## src/rtl/vram_port_if.sv

```systemverilog
// Port-A sharing bus for the text VRAM arbiter: CPU Avalon-MM slave, fill engine control,
// RAM port A and palette forwarding. FILL_ABORT exists only when FILL_ABORT_EN is defined.
interface vram_port_if #(
  parameter int ADDR_W = 12,
  parameter int DATA_W = 32
);
  logic              AVL_CS;
  logic              AVL_READ;
  logic              AVL_WRITE;
  logic [3:0]        AVL_BYTE_EN;
  logic [ADDR_W-1:0] AVL_ADDR;
  logic [DATA_W-1:0] AVL_WRITEDATA;
  logic [DATA_W-1:0] AVL_READDATA;
  logic              AVL_WAITREQUEST;

  logic              FILL_START;
  logic [ADDR_W-1:0] FILL_BASE;
  logic [ADDR_W-1:0] FILL_COUNT;
  logic [DATA_W-1:0] FILL_DATA;
  logic              FILL_BUSY;
  logic              FILL_DONE;
`ifdef FILL_ABORT_EN
  logic              FILL_ABORT;
`endif

  logic [ADDR_W-1:0] RAM_ADDR;
  logic [3:0]        RAM_BYTE_EN;
  logic [DATA_W-1:0] RAM_DATA;
  logic              RAM_RDEN;
  logic              RAM_WREN;
  logic [DATA_W-1:0] RAM_Q;

  logic              PAL_WE;
  logic [2:0]        PAL_IDX;
  logic [DATA_W-1:0] PAL_DATA;

  modport slave (
    input  AVL_CS, AVL_READ, AVL_WRITE, AVL_BYTE_EN, AVL_ADDR, AVL_WRITEDATA,
    output AVL_READDATA, AVL_WAITREQUEST,
    input  FILL_START, FILL_BASE, FILL_COUNT, FILL_DATA,
`ifdef FILL_ABORT_EN
    input  FILL_ABORT,
`endif
    output FILL_BUSY, FILL_DONE,
    output RAM_ADDR, RAM_BYTE_EN, RAM_DATA, RAM_RDEN, RAM_WREN,
    input  RAM_Q,
    output PAL_WE, PAL_IDX, PAL_DATA
  );

  modport master (
    output AVL_CS, AVL_READ, AVL_WRITE, AVL_BYTE_EN, AVL_ADDR, AVL_WRITEDATA,
    input  AVL_READDATA, AVL_WAITREQUEST,
    output FILL_START, FILL_BASE, FILL_COUNT, FILL_DATA,
`ifdef FILL_ABORT_EN
    output FILL_ABORT,
`endif
    input  FILL_BUSY, FILL_DONE,
    input  RAM_ADDR, RAM_BYTE_EN, RAM_DATA, RAM_RDEN, RAM_WREN,
    output RAM_Q,
    input  PAL_WE, PAL_IDX, PAL_DATA
  );
endinterface

```

## src/rtl/vram_port_arbiter.sv

```systemverilog
// Shares text-VRAM port A between the CPU Avalon slave and a word-fill engine; palette
// accesses bypass the RAM. Define FILL_ABORT_EN to add the FILL_ABORT input.
module vram_port_arbiter #(
  parameter int ADDR_W     = 12,
  parameter int DATA_W     = 32,
  parameter int VRAM_WORDS = 1200,
  parameter int CPU_STREAK = 4
) (
  input logic       CLK,
  input logic       RESET,
  vram_port_if.slave bus
);
  localparam logic [1:0] ST_IDLE    = 2'd0;
  localparam logic [1:0] ST_FILL    = 2'd1;
  localparam logic [1:0] ST_RD_DATA = 2'd2;

  localparam int                    STREAK_W   = $clog2(CPU_STREAK + 1);
  localparam logic [STREAK_W-1:0]   STREAK_MAX = STREAK_W'(CPU_STREAK);
  localparam logic [ADDR_W-1:0]     VRAM_LIM   = ADDR_W'(VRAM_WORDS);
  localparam logic [ADDR_W-1:0]     ONE_A      = ADDR_W'(1);

  logic [1:0]          state_q, state_d;
  logic                fill_act_q, fill_act_d;
  logic                done_q, done_d;
  logic [STREAK_W-1:0] streak_q, streak_d;
  logic [ADDR_W-1:0]   ptr_q, ptr_d;
  logic [ADDR_W-1:0]   rem_q, rem_d;
  logic [DATA_W-1:0]   pat_q, pat_d;

  logic cpu_req, is_pal, is_oob, vram_req;
  logic cpu_grant, eng_grant, fill_end, abort_req;

  assign cpu_req  = bus.AVL_CS & (bus.AVL_READ | bus.AVL_WRITE);
  assign is_pal   = bus.AVL_ADDR[11];
  assign is_oob   = ~is_pal & (bus.AVL_ADDR >= VRAM_LIM);
  assign vram_req = cpu_req & ~is_pal & ~is_oob;

`ifdef FILL_ABORT_EN
  assign abort_req = bus.FILL_ABORT;
`else
  assign abort_req = 1'b0;
`endif

  always_comb begin
    state_d    = state_q;
    fill_act_d = fill_act_q;
    done_d     = 1'b0;
    streak_d   = streak_q;
    ptr_d      = ptr_q;
    rem_d      = rem_q;
    pat_d      = pat_q;
    cpu_grant  = 1'b0;
    eng_grant  = 1'b0;
    fill_end   = 1'b0;

    bus.AVL_READDATA    = '0;
    bus.AVL_WAITREQUEST = 1'b0;
    bus.RAM_ADDR        = '0;
    bus.RAM_BYTE_EN     = 4'h0;
    bus.RAM_DATA        = '0;
    bus.RAM_RDEN        = 1'b0;
    bus.RAM_WREN        = 1'b0;
    bus.PAL_WE          = 1'b0;
    bus.PAL_IDX         = 3'd0;
    bus.PAL_DATA        = '0;

    if (state_q == ST_RD_DATA) begin
      // Read data returns this cycle; port A itself is idle and free for the engine.
      bus.AVL_READDATA = bus.RAM_Q;
      eng_grant        = fill_act_q;
    end else begin
      if (cpu_req && !vram_req) begin
        // Palette and out-of-range accesses complete at once without touching port A.
        bus.PAL_WE   = is_pal & bus.AVL_WRITE;
        bus.PAL_IDX  = (is_pal & bus.AVL_WRITE) ? bus.AVL_ADDR[2:0] : 3'd0;
        bus.PAL_DATA = (is_pal & bus.AVL_WRITE) ? bus.AVL_WRITEDATA : '0;
      end else if (vram_req) begin
        if (fill_act_q && streak_q == STREAK_MAX) begin
          bus.AVL_WAITREQUEST = 1'b1;
        end else begin
          cpu_grant           = 1'b1;
          bus.RAM_ADDR        = bus.AVL_ADDR;
          bus.RAM_BYTE_EN     = bus.AVL_BYTE_EN;
          bus.RAM_DATA        = bus.AVL_WRITE ? bus.AVL_WRITEDATA : '0;
          bus.RAM_WREN        = bus.AVL_WRITE;
          bus.RAM_RDEN        = ~bus.AVL_WRITE;
          bus.AVL_WAITREQUEST = ~bus.AVL_WRITE;
        end
      end
      eng_grant = fill_act_q & ~cpu_grant;
      streak_d  = (fill_act_q && cpu_grant) ? streak_q + STREAK_W'(1) : '0;
    end

    if (eng_grant) begin
      bus.RAM_ADDR    = ptr_q;
      bus.RAM_BYTE_EN = 4'hF;
      bus.RAM_DATA    = pat_q;
      bus.RAM_WREN    = 1'b1;
      ptr_d           = ptr_q + ONE_A;
      rem_d           = rem_q - ONE_A;
      // Clip at the end of the visible buffer rather than wrapping to word 0.
      fill_end        = (rem_q == ONE_A) || (ptr_q + ONE_A == VRAM_LIM);
    end

    if (fill_act_q && abort_req) begin
      fill_end = 1'b1;
    end

    if (fill_end) begin
      fill_act_d = 1'b0;
      done_d     = 1'b1;
    end

    if (!fill_act_q && bus.FILL_START) begin
      if (bus.FILL_COUNT != '0 && bus.FILL_BASE < VRAM_LIM) begin
        fill_act_d = 1'b1;
        ptr_d      = bus.FILL_BASE;
        rem_d      = bus.FILL_COUNT;
        pat_d      = bus.FILL_DATA;
        streak_d   = '0;
      end else begin
        done_d = 1'b1;
      end
    end

    if (cpu_grant && !bus.AVL_WRITE) begin
      state_d = ST_RD_DATA;
    end else begin
      state_d = fill_act_d ? ST_FILL : ST_IDLE;
    end

    bus.FILL_BUSY = fill_act_q;
    bus.FILL_DONE = done_q;

    if (!RESET) begin
      bus.AVL_READDATA    = '0;
      bus.AVL_WAITREQUEST = 1'b1;
      bus.RAM_ADDR        = '0;
      bus.RAM_BYTE_EN     = 4'h0;
      bus.RAM_DATA        = '0;
      bus.RAM_RDEN        = 1'b0;
      bus.RAM_WREN        = 1'b0;
      bus.PAL_WE          = 1'b0;
      bus.PAL_IDX         = 3'd0;
      bus.PAL_DATA        = '0;
      bus.FILL_BUSY       = 1'b0;
      bus.FILL_DONE       = 1'b0;
    end
  end

  always_ff @(posedge CLK) begin
    if (!RESET) begin
      state_q    <= ST_IDLE;
      fill_act_q <= 1'b0;
      done_q     <= 1'b0;
      streak_q   <= '0;
    end else begin
      state_q    <= state_d;
      fill_act_q <= fill_act_d;
      done_q     <= done_d;
      streak_q   <= streak_d;
    end
    ptr_q <= ptr_d;
    rem_q <= rem_d;
    pat_q <= pat_d;
  end
endmodule

```

## src/flat_wrapper.sv

```systemverilog
// flat-port wrapper written by rule: the top's interface ports become plain ports
module vram_port_arbiter_flat 
#(
  parameter int ADDR_W     = 12,
  parameter int DATA_W     = 32,
  parameter int VRAM_WORDS = 1200,
  parameter int CPU_STREAK = 4
)
  (CLK, RESET, bus_AVL_CS, bus_AVL_READ, bus_AVL_WRITE, bus_AVL_BYTE_EN, bus_AVL_ADDR, bus_AVL_WRITEDATA, bus_AVL_READDATA, bus_AVL_WAITREQUEST, bus_FILL_START, bus_FILL_BASE, bus_FILL_COUNT, bus_FILL_DATA, bus_FILL_BUSY, bus_FILL_DONE, bus_RAM_ADDR, bus_RAM_BYTE_EN, bus_RAM_DATA, bus_RAM_RDEN, bus_RAM_WREN, bus_RAM_Q, bus_PAL_WE, bus_PAL_IDX, bus_PAL_DATA);
  vram_port_if #(.ADDR_W(ADDR_W), .DATA_W(DATA_W)) bus_i ();
  input logic CLK;
  input logic RESET;
  input wire logic [$bits(bus_i.AVL_CS)-1:0] bus_AVL_CS;
  input wire logic [$bits(bus_i.AVL_READ)-1:0] bus_AVL_READ;
  input wire logic [$bits(bus_i.AVL_WRITE)-1:0] bus_AVL_WRITE;
  input wire logic [$bits(bus_i.AVL_BYTE_EN)-1:0] bus_AVL_BYTE_EN;
  input wire logic [$bits(bus_i.AVL_ADDR)-1:0] bus_AVL_ADDR;
  input wire logic [$bits(bus_i.AVL_WRITEDATA)-1:0] bus_AVL_WRITEDATA;
  output wire logic [$bits(bus_i.AVL_READDATA)-1:0] bus_AVL_READDATA;
  output wire logic [$bits(bus_i.AVL_WAITREQUEST)-1:0] bus_AVL_WAITREQUEST;
  input wire logic [$bits(bus_i.FILL_START)-1:0] bus_FILL_START;
  input wire logic [$bits(bus_i.FILL_BASE)-1:0] bus_FILL_BASE;
  input wire logic [$bits(bus_i.FILL_COUNT)-1:0] bus_FILL_COUNT;
  input wire logic [$bits(bus_i.FILL_DATA)-1:0] bus_FILL_DATA;
  output wire logic [$bits(bus_i.FILL_BUSY)-1:0] bus_FILL_BUSY;
  output wire logic [$bits(bus_i.FILL_DONE)-1:0] bus_FILL_DONE;
  output wire logic [$bits(bus_i.RAM_ADDR)-1:0] bus_RAM_ADDR;
  output wire logic [$bits(bus_i.RAM_BYTE_EN)-1:0] bus_RAM_BYTE_EN;
  output wire logic [$bits(bus_i.RAM_DATA)-1:0] bus_RAM_DATA;
  output wire logic [$bits(bus_i.RAM_RDEN)-1:0] bus_RAM_RDEN;
  output wire logic [$bits(bus_i.RAM_WREN)-1:0] bus_RAM_WREN;
  input wire logic [$bits(bus_i.RAM_Q)-1:0] bus_RAM_Q;
  output wire logic [$bits(bus_i.PAL_WE)-1:0] bus_PAL_WE;
  output wire logic [$bits(bus_i.PAL_IDX)-1:0] bus_PAL_IDX;
  output wire logic [$bits(bus_i.PAL_DATA)-1:0] bus_PAL_DATA;
  assign bus_i.AVL_CS = bus_AVL_CS;
  assign bus_i.AVL_READ = bus_AVL_READ;
  assign bus_i.AVL_WRITE = bus_AVL_WRITE;
  assign bus_i.AVL_BYTE_EN = bus_AVL_BYTE_EN;
  assign bus_i.AVL_ADDR = bus_AVL_ADDR;
  assign bus_i.AVL_WRITEDATA = bus_AVL_WRITEDATA;
  assign bus_AVL_READDATA = bus_i.AVL_READDATA;
  assign bus_AVL_WAITREQUEST = bus_i.AVL_WAITREQUEST;
  assign bus_i.FILL_START = bus_FILL_START;
  assign bus_i.FILL_BASE = bus_FILL_BASE;
  assign bus_i.FILL_COUNT = bus_FILL_COUNT;
  assign bus_i.FILL_DATA = bus_FILL_DATA;
  assign bus_FILL_BUSY = bus_i.FILL_BUSY;
  assign bus_FILL_DONE = bus_i.FILL_DONE;
  assign bus_RAM_ADDR = bus_i.RAM_ADDR;
  assign bus_RAM_BYTE_EN = bus_i.RAM_BYTE_EN;
  assign bus_RAM_DATA = bus_i.RAM_DATA;
  assign bus_RAM_RDEN = bus_i.RAM_RDEN;
  assign bus_RAM_WREN = bus_i.RAM_WREN;
  assign bus_i.RAM_Q = bus_RAM_Q;
  assign bus_PAL_WE = bus_i.PAL_WE;
  assign bus_PAL_IDX = bus_i.PAL_IDX;
  assign bus_PAL_DATA = bus_i.PAL_DATA;
  vram_port_arbiter #(.ADDR_W(ADDR_W), .DATA_W(DATA_W), .VRAM_WORDS(VRAM_WORDS), .CPU_STREAK(CPU_STREAK)) u_core (.CLK(CLK), .RESET(RESET), .bus(bus_i));
endmodule
```

## config.mk

```make
export PLATFORM = sky130hd
export DESIGN_NAME = vram_port_arbiter_flat
export DESIGN_NICKNAME = d
export VERILOG_FILES = /design/src/rtl/vram_port_if.sv /design/src/rtl/vram_port_arbiter.sv /design/src/flat_wrapper.sv
export SDC_FILE = /design/constraint.sdc
export NUM_CORES = 1
export LEC_CHECK = 0
export ABC_AREA = 1
export CAP_MARGIN = 20
export CORE_ASPECT_RATIO = 2
export CORE_MARGIN = 2
export CORE_UTILIZATION = 36
export CTS_CLUSTER_SIZE = 12
export DETAILED_ROUTE_END_ITERATION = 6
export HOLD_SLACK_MARGIN = 0.03
export MAX_ROUTING_LAYER = met4
export PLACE_DENSITY = 0.8
export SETUP_SLACK_MARGIN = 0.05
export SYNTH_ARGS = -nofsm -noshare
export SYNTH_HDL_FRONTEND = slang
export SYNTH_SLANG_ARGS = --single-unit
```

## constraint.sdc

```tcl
create_clock -name CLK -period 2.6 [get_ports CLK]
set_clock_uncertainty 0.2 [all_clocks]
set_input_delay 0.52 -clock CLK [delete_from_list [all_inputs] [get_ports CLK]]
set_output_delay 0.52 -clock CLK [all_outputs]
set_load 0.01 [all_outputs]
```

======== Yosys cells after proc, flatten, opt, wreduce, memory -nomap -nowiden ========
Cells that the tools add are included.
word-level totals
  flip-flop bits (word level) ............. 63
  latch bits .............................. 0
  memory bits (writable) .................. 0
  memory bits (read-only) ................. 0
  bits of input ports ..................... 142
  memories kept ........................... 0
operators by class
  add/sub/neg operators ................... 3
  $mul .................................... 0
  divide/modulo/power cells ............... 0
  $lt $le $gt $ge ......................... 2
  equality and inequality tests ........... 4
  shifts and indexed selects .............. 0
  mux-type cells .......................... 75
  bitwise logic cells ..................... 12
  reduce and logical (&&, ||, !) cells .... 13
operators by type and width
  operator               number
  $mux 32                13
  $mux 12                12
  $mux 1                 35
  $mux 3                 8
  $mux 4                 6
  $add 12x1->12 const B  1
  $eq 12x1->1 const B    1
  $eq 12x11->1 const B   1
  $ge 12x11->1 const B   1
  $lt 12x11->1 const B   1
  $reduce_bool 12->1     1
  $sub 12x1->12 const B  1
  $and 1x1->1            6
  $logic_and 1x1->1      6
  $not 1->1              5
  $add 3x1->3 const B    1
  $eq 3x3->1 const B     1
  $logic_not 1->1        3
  $eq 2x2->1 const B     1
  $mux 2                 1
  $reduce_and 2->1       1
  $reduce_or 2->1        1
  $logic_or 1x1->1       1
  $or 1x1->1             1

======== Depth between registers and ports, before layout ========
  depth in word-level cells ............... 17
  depth in mapped cells ................... 14

======== Worst setup path before layout ========
OpenSTA, ideal clock, no wires.
  kind .................................... input to output
  start point ............................. input port bus_AVL_ADDR[9]
  end point ............................... output port bus_RAM_ADDR[10]
  arrival ................................. 1.708 ns
  required time ........................... 1.880 ns
  setup slack ............................. 0.172 ns
  cell stages on the path ................. 10
  buffers on the path ..................... 2
  cells stage by stage .................... or2_0 > o21ai_1 > nand2_1 > nor2_4 > nand2_4 > inv_2 > buf_6 > buf_6 > nand2_1 > a21oi_1
between the ends
  cells in the longest elaborated chain, start to end .. 13
ends and longest elaborated chain
  what                line                      RTL
  start: declaration  flat_wrapper.sv:17        input wire logic [$bits(bus_i.AVL_ADDR)-1:0] bus_AVL_ADDR;
  $ge 12x11->1 (*)    vram_port_arbiter.sv:35   assign is_oob = ~is_pal & (bus.AVL_ADDR >= VRAM_LIM);
  $and 1x1->1 (*)     vram_port_arbiter.sv:35
  $not 1->1 (*)       vram_port_arbiter.sv:36   assign vram_req = cpu_req & ~is_pal & ~is_oob;
  $and 1x1->1 (*)     vram_port_arbiter.sv:36
  $logic_not 1->1     vram_port_arbiter.sv:72   if (cpu_req && !vram_req) begin
  $logic_and 1x1->1   vram_port_arbiter.sv:72
  $mux 1              vram_port_arbiter.sv:72
  $mux 1              vram_port_arbiter.sv:67   if (state_q == ST_RD_DATA) begin
  $not 1->1           vram_port_arbiter.sv:90   eng_grant = fill_act_q & ~cpu_grant;
  $and 1x1->1         vram_port_arbiter.sv:90
  $mux 1              vram_port_arbiter.sv:67
  $mux 12 (*)         vram_port_arbiter.sv:94   if (eng_grant) begin
  $mux 12 (*)         vram_port_arbiter.sv:135  if (!RESET) begin
  end: declaration    flat_wrapper.sv:27        output wire logic [$bits(bus_i.RAM_ADDR)-1:0] bus_RAM_ADDR;
Mark *: on every way between the ends. The rest lies on a longest branch, timed or not. The select of a mux whose other input is x is not followed.

======== Final worst setup path ========
Same ends and word-level chain as after synthesis.

==> flow_metrics.tcl <==
set metrics [dict create \
    drc_errors 0 \
    die_h_um 158 \
    path_cells "buf_6 -> or2_1 -> o21ai_2 -> nand2_2 -> nor2_4 -> nand2_4 -> inv_8 -> buf_12 -> buf_12 -> buf_6 -> nand2_2 -> a21oi_1 -> buf_2" \
    holdPathStages 2 \
    p_switching_w 0.00118 \
    async_flop_share 0 \
    required_ps 1880 \
    dr.first_iter.drc_count 252 \
    internal-power_w 0.00249 \
    ant_nets 0 \
    ff2ff_path_depth 13 \
    via_per_inst 4.99 \
    status "finished with violations" \
    port_buffers 262 \
    rsz0062_at_grt "yes" \
    dr.pass1.iters 5 \
    cts_tree "done" \
    wl_per_cell_um 16.6 \
    path_max_fanout 6 \
    path_buf_inv 6 \
    p_comb_frac 0.306 \
    rrSetupSlack_ps 420 \
    cts_buffers 9 \
    syn_inst 659 \
    grt_pass1_vias 5402 \
    setup_ws_ps -382 \
    yosysUniqueCellTypes 32 \
    timing.final.crit_share 1.15 \
    violations "setup timing" \
    grt_pass1_wl_um 27100 \
    ys_ff_latch 63 \
    worst_skew_pair.late_latency_ps 340 \
    rows 56 \
    grt.total_usage 0.285 \
    tightestPinTransition_ps 718 \
    synth_most_common_cell "nand2_1" \
    slew_viol_final 0 \
    cp_top_family "buffers and inverters" \
    p_per_area_nw_per_um2 451 \
    cts_sinks 63 \
    gp_congestion 0.962 \
    synth_commonest_cells "154 x nand2_1, 109 x nor2_1, 96 x inv_1" \
    antenna_found_initial 1 \
    overflow 0 \
    slew-limit-headroom 0.522 \
    cp-start-kind "input pin" \
    synth_ff_type "edfxtp_1" \
    clockBufferDepth 2 \
    core_area_um2 11600 \
    synth-seq-area-share 0.370 \
    maxCapViolCount 0 \
    r2r_end "u_core.fill_act_q" \
    drive_gt1_frac 0.309 \
    synth.cell_area_um2 4280 \
    path_clk_slew_ps 50 \
    yosysWarnings 0 \
    slowest_delay_ps 230 \
    cellLeakagePower_nw 3.94 \
    min_to "u_core.rem_q[11]" \
    synth_top_area_cell "edfxtp_1" \
    dp_hpwl_um 12800 \
    min_from "u_core.rem_q[11]" \
    pre_cts_slack_ps -1090 \
    cts_hold_buf 0 \
    fmax_mhz 335 \
    grt_start_max_net_pins 52 \
    clkPwrFrac 0.328 \
    setup-violations-final 50 \
    power_frac_seq 0.366 \
    postSynthNetCount 807 \
    initial_core_util 0.368 \
    synth_edf_count 32 \
    yosysTopAreaCellShare 0.225 \
    io_pins 263 \
    ys_top_cells_by_area "edfxtp_1 22%, dfxtp_1 15%, nand2_1 14%" \
    die_area_um2 12800 \
    reg2reg_from "u_core.streak_q[0]" \
    htreeDepth 3 \
    end_kind "primary output" \
    vias 5647 \
    critPathKind "in2out" \
    final_cell_area_um2 8140 \
    dpl_cell_area_um2 7290 \
    fp.dieW_um 81.1 \
    syn_avg_cell_area_um2 6.49 \
    hold_violations 0 \
    arrival_ps 2260 \
    area_delta_synth_final_pct 90.3 \
    finalNetCount 1128 \
    swShare 0.322 \
    ir_drop_uv 373 \
    hp-class "reg2reg" \
    crit_path_start "bus_AVL_ADDR[9]" \
    drt_wl_total_um 18800 \
    fin_crit_ps 2980 \
    cts.root.buffer_cell "clkbuf_16" \
    crit_slowest_cell "or2_1" \
]
==> tightest hold or removal path, cell delays in order (launching register included) <==
cell and delay [ps]:
dfxtp_1 330, nand2_1 70, a31oi_1 70
==> how the worst max path moves through the flow <==
stage | cells past startpoint | slack [ps] | end
2_1_floorplan | 10 | 170 | bus_RAM_ADDR[10]
3_3_place_gp | 11 | -1000 | bus_RAM_DATA[27]
3_5_place_dp | 11 | -1090 | bus_RAM_DATA[6]
4_1_cts | 13 | -270 | bus_RAM_DATA[22]
5_1_grt | 13 | -500 | bus_RAM_ADDR[10]
6_report | 13 | -380 | bus_RAM_ADDR[10]
==> metrics by stage <==
| stage | utilization | hold WS, ps | total power, W | std cells | setup TNS, ps |
|---|---|---|---|---|---|
| floorplan | - | 258 | 0.00185 | 659 | 0 |
| global placement | 0.627 | 288 | 0.00231 | 1074 | -80170 |
| detailed placement | 0.627 | 297 | 0.00233 | 1074 | -84640 |
| CTS | 0.691 | 309 | 0.00362 | 1118 | -8500 |
| global route | 0.700 | 353 | 0.00387 | 1131 | -18630 |
| finish | 0.700 | 307 | 0.00367 | 1131 | -14530 |
==> placed cells by master, fill, tap and decap left out, types with 20 or more instances in the layout <==
cell type        count
nand3_1             28
dlygate4sd2_1       39
nor2_1             105
a21oi_1             36
clkdlybuf4s50_1    130
buf_2               55
nand2_2             23
a21oi_2             25
edfxtp_1            32
dfxtp_1             31
buf_4               47
clkbuf_2            31
inv_1               93
buf_6               20
nand3_2             29
nand2_1            124
==> kinds of logic (layout without fill, tap and decap cells) <==
kind of cell    Yosys count  after routing  share of synthesized area
buf+inv                 140            466                      0.139
fa+ha+maj                 6              6                     0.0175
other cells               0              1                          0
simple gates            346            346                      0.339
xor+xnor                 10             10                     0.0205
flops                    63             63                      0.370
compound gates           94             94                      0.115
==> flip-flops by register name, indices dropped and copies added (netlist names) <==
signal and flops:
u_core.pat_q 32, u_core.ptr_q 12, u_core.rem_q 12, u_core.streak_q 3, u_core.state_q 2, u_core.done_q 1
u_core.fill_act_q 1
==> cell type report <==
cell class                      count  area (µm²)
Fill cell                         912        3490
Timing Repair Buffer              344        3100
Multi-Input combinational cell    456        2540
Sequential cell                    63        1580
Inverter                          104         410
Clock buffer                       12         278
Tap cell                          145         181
Timing Repair inverter              2        27.5
Clock inverter                      4        26.3
Antenna cell                        1        2.50
==> repair_timing <==
item                                    CTS  global route
hold endpoints to repair                  0             0
buffers inserted                         22            13
cloned                                    6             0
gates resized for setup                 434            95
pin swaps                                48            18
endpoints found under the setup margin  121            86
==> power by group through the flow <==
stage          registers [W]  logic (W)  clock network (W)
5_1_grt              0.00136    0.00124            0.00126
3_5_place_dp         0.00135   0.000982                  0
2_1_floorplan        0.00130   0.000546                  0
3_3_place_gp         0.00135   0.000964                  0
4_1_cts              0.00134    0.00107            0.00122
6_report             0.00134    0.00112            0.00120
==> routing by layer <==
layer  vias to the layer above  track usage  part of all wire
met4                         0        0.147             0.044
met5                         -            -                 0
met2                       268        0.503              0.53
li1                       2726            -                 -
met1                      2590        0.285              0.36
met3                        63       0.0684             0.069
No activity file was read; power rests on OpenSTA's default activity.
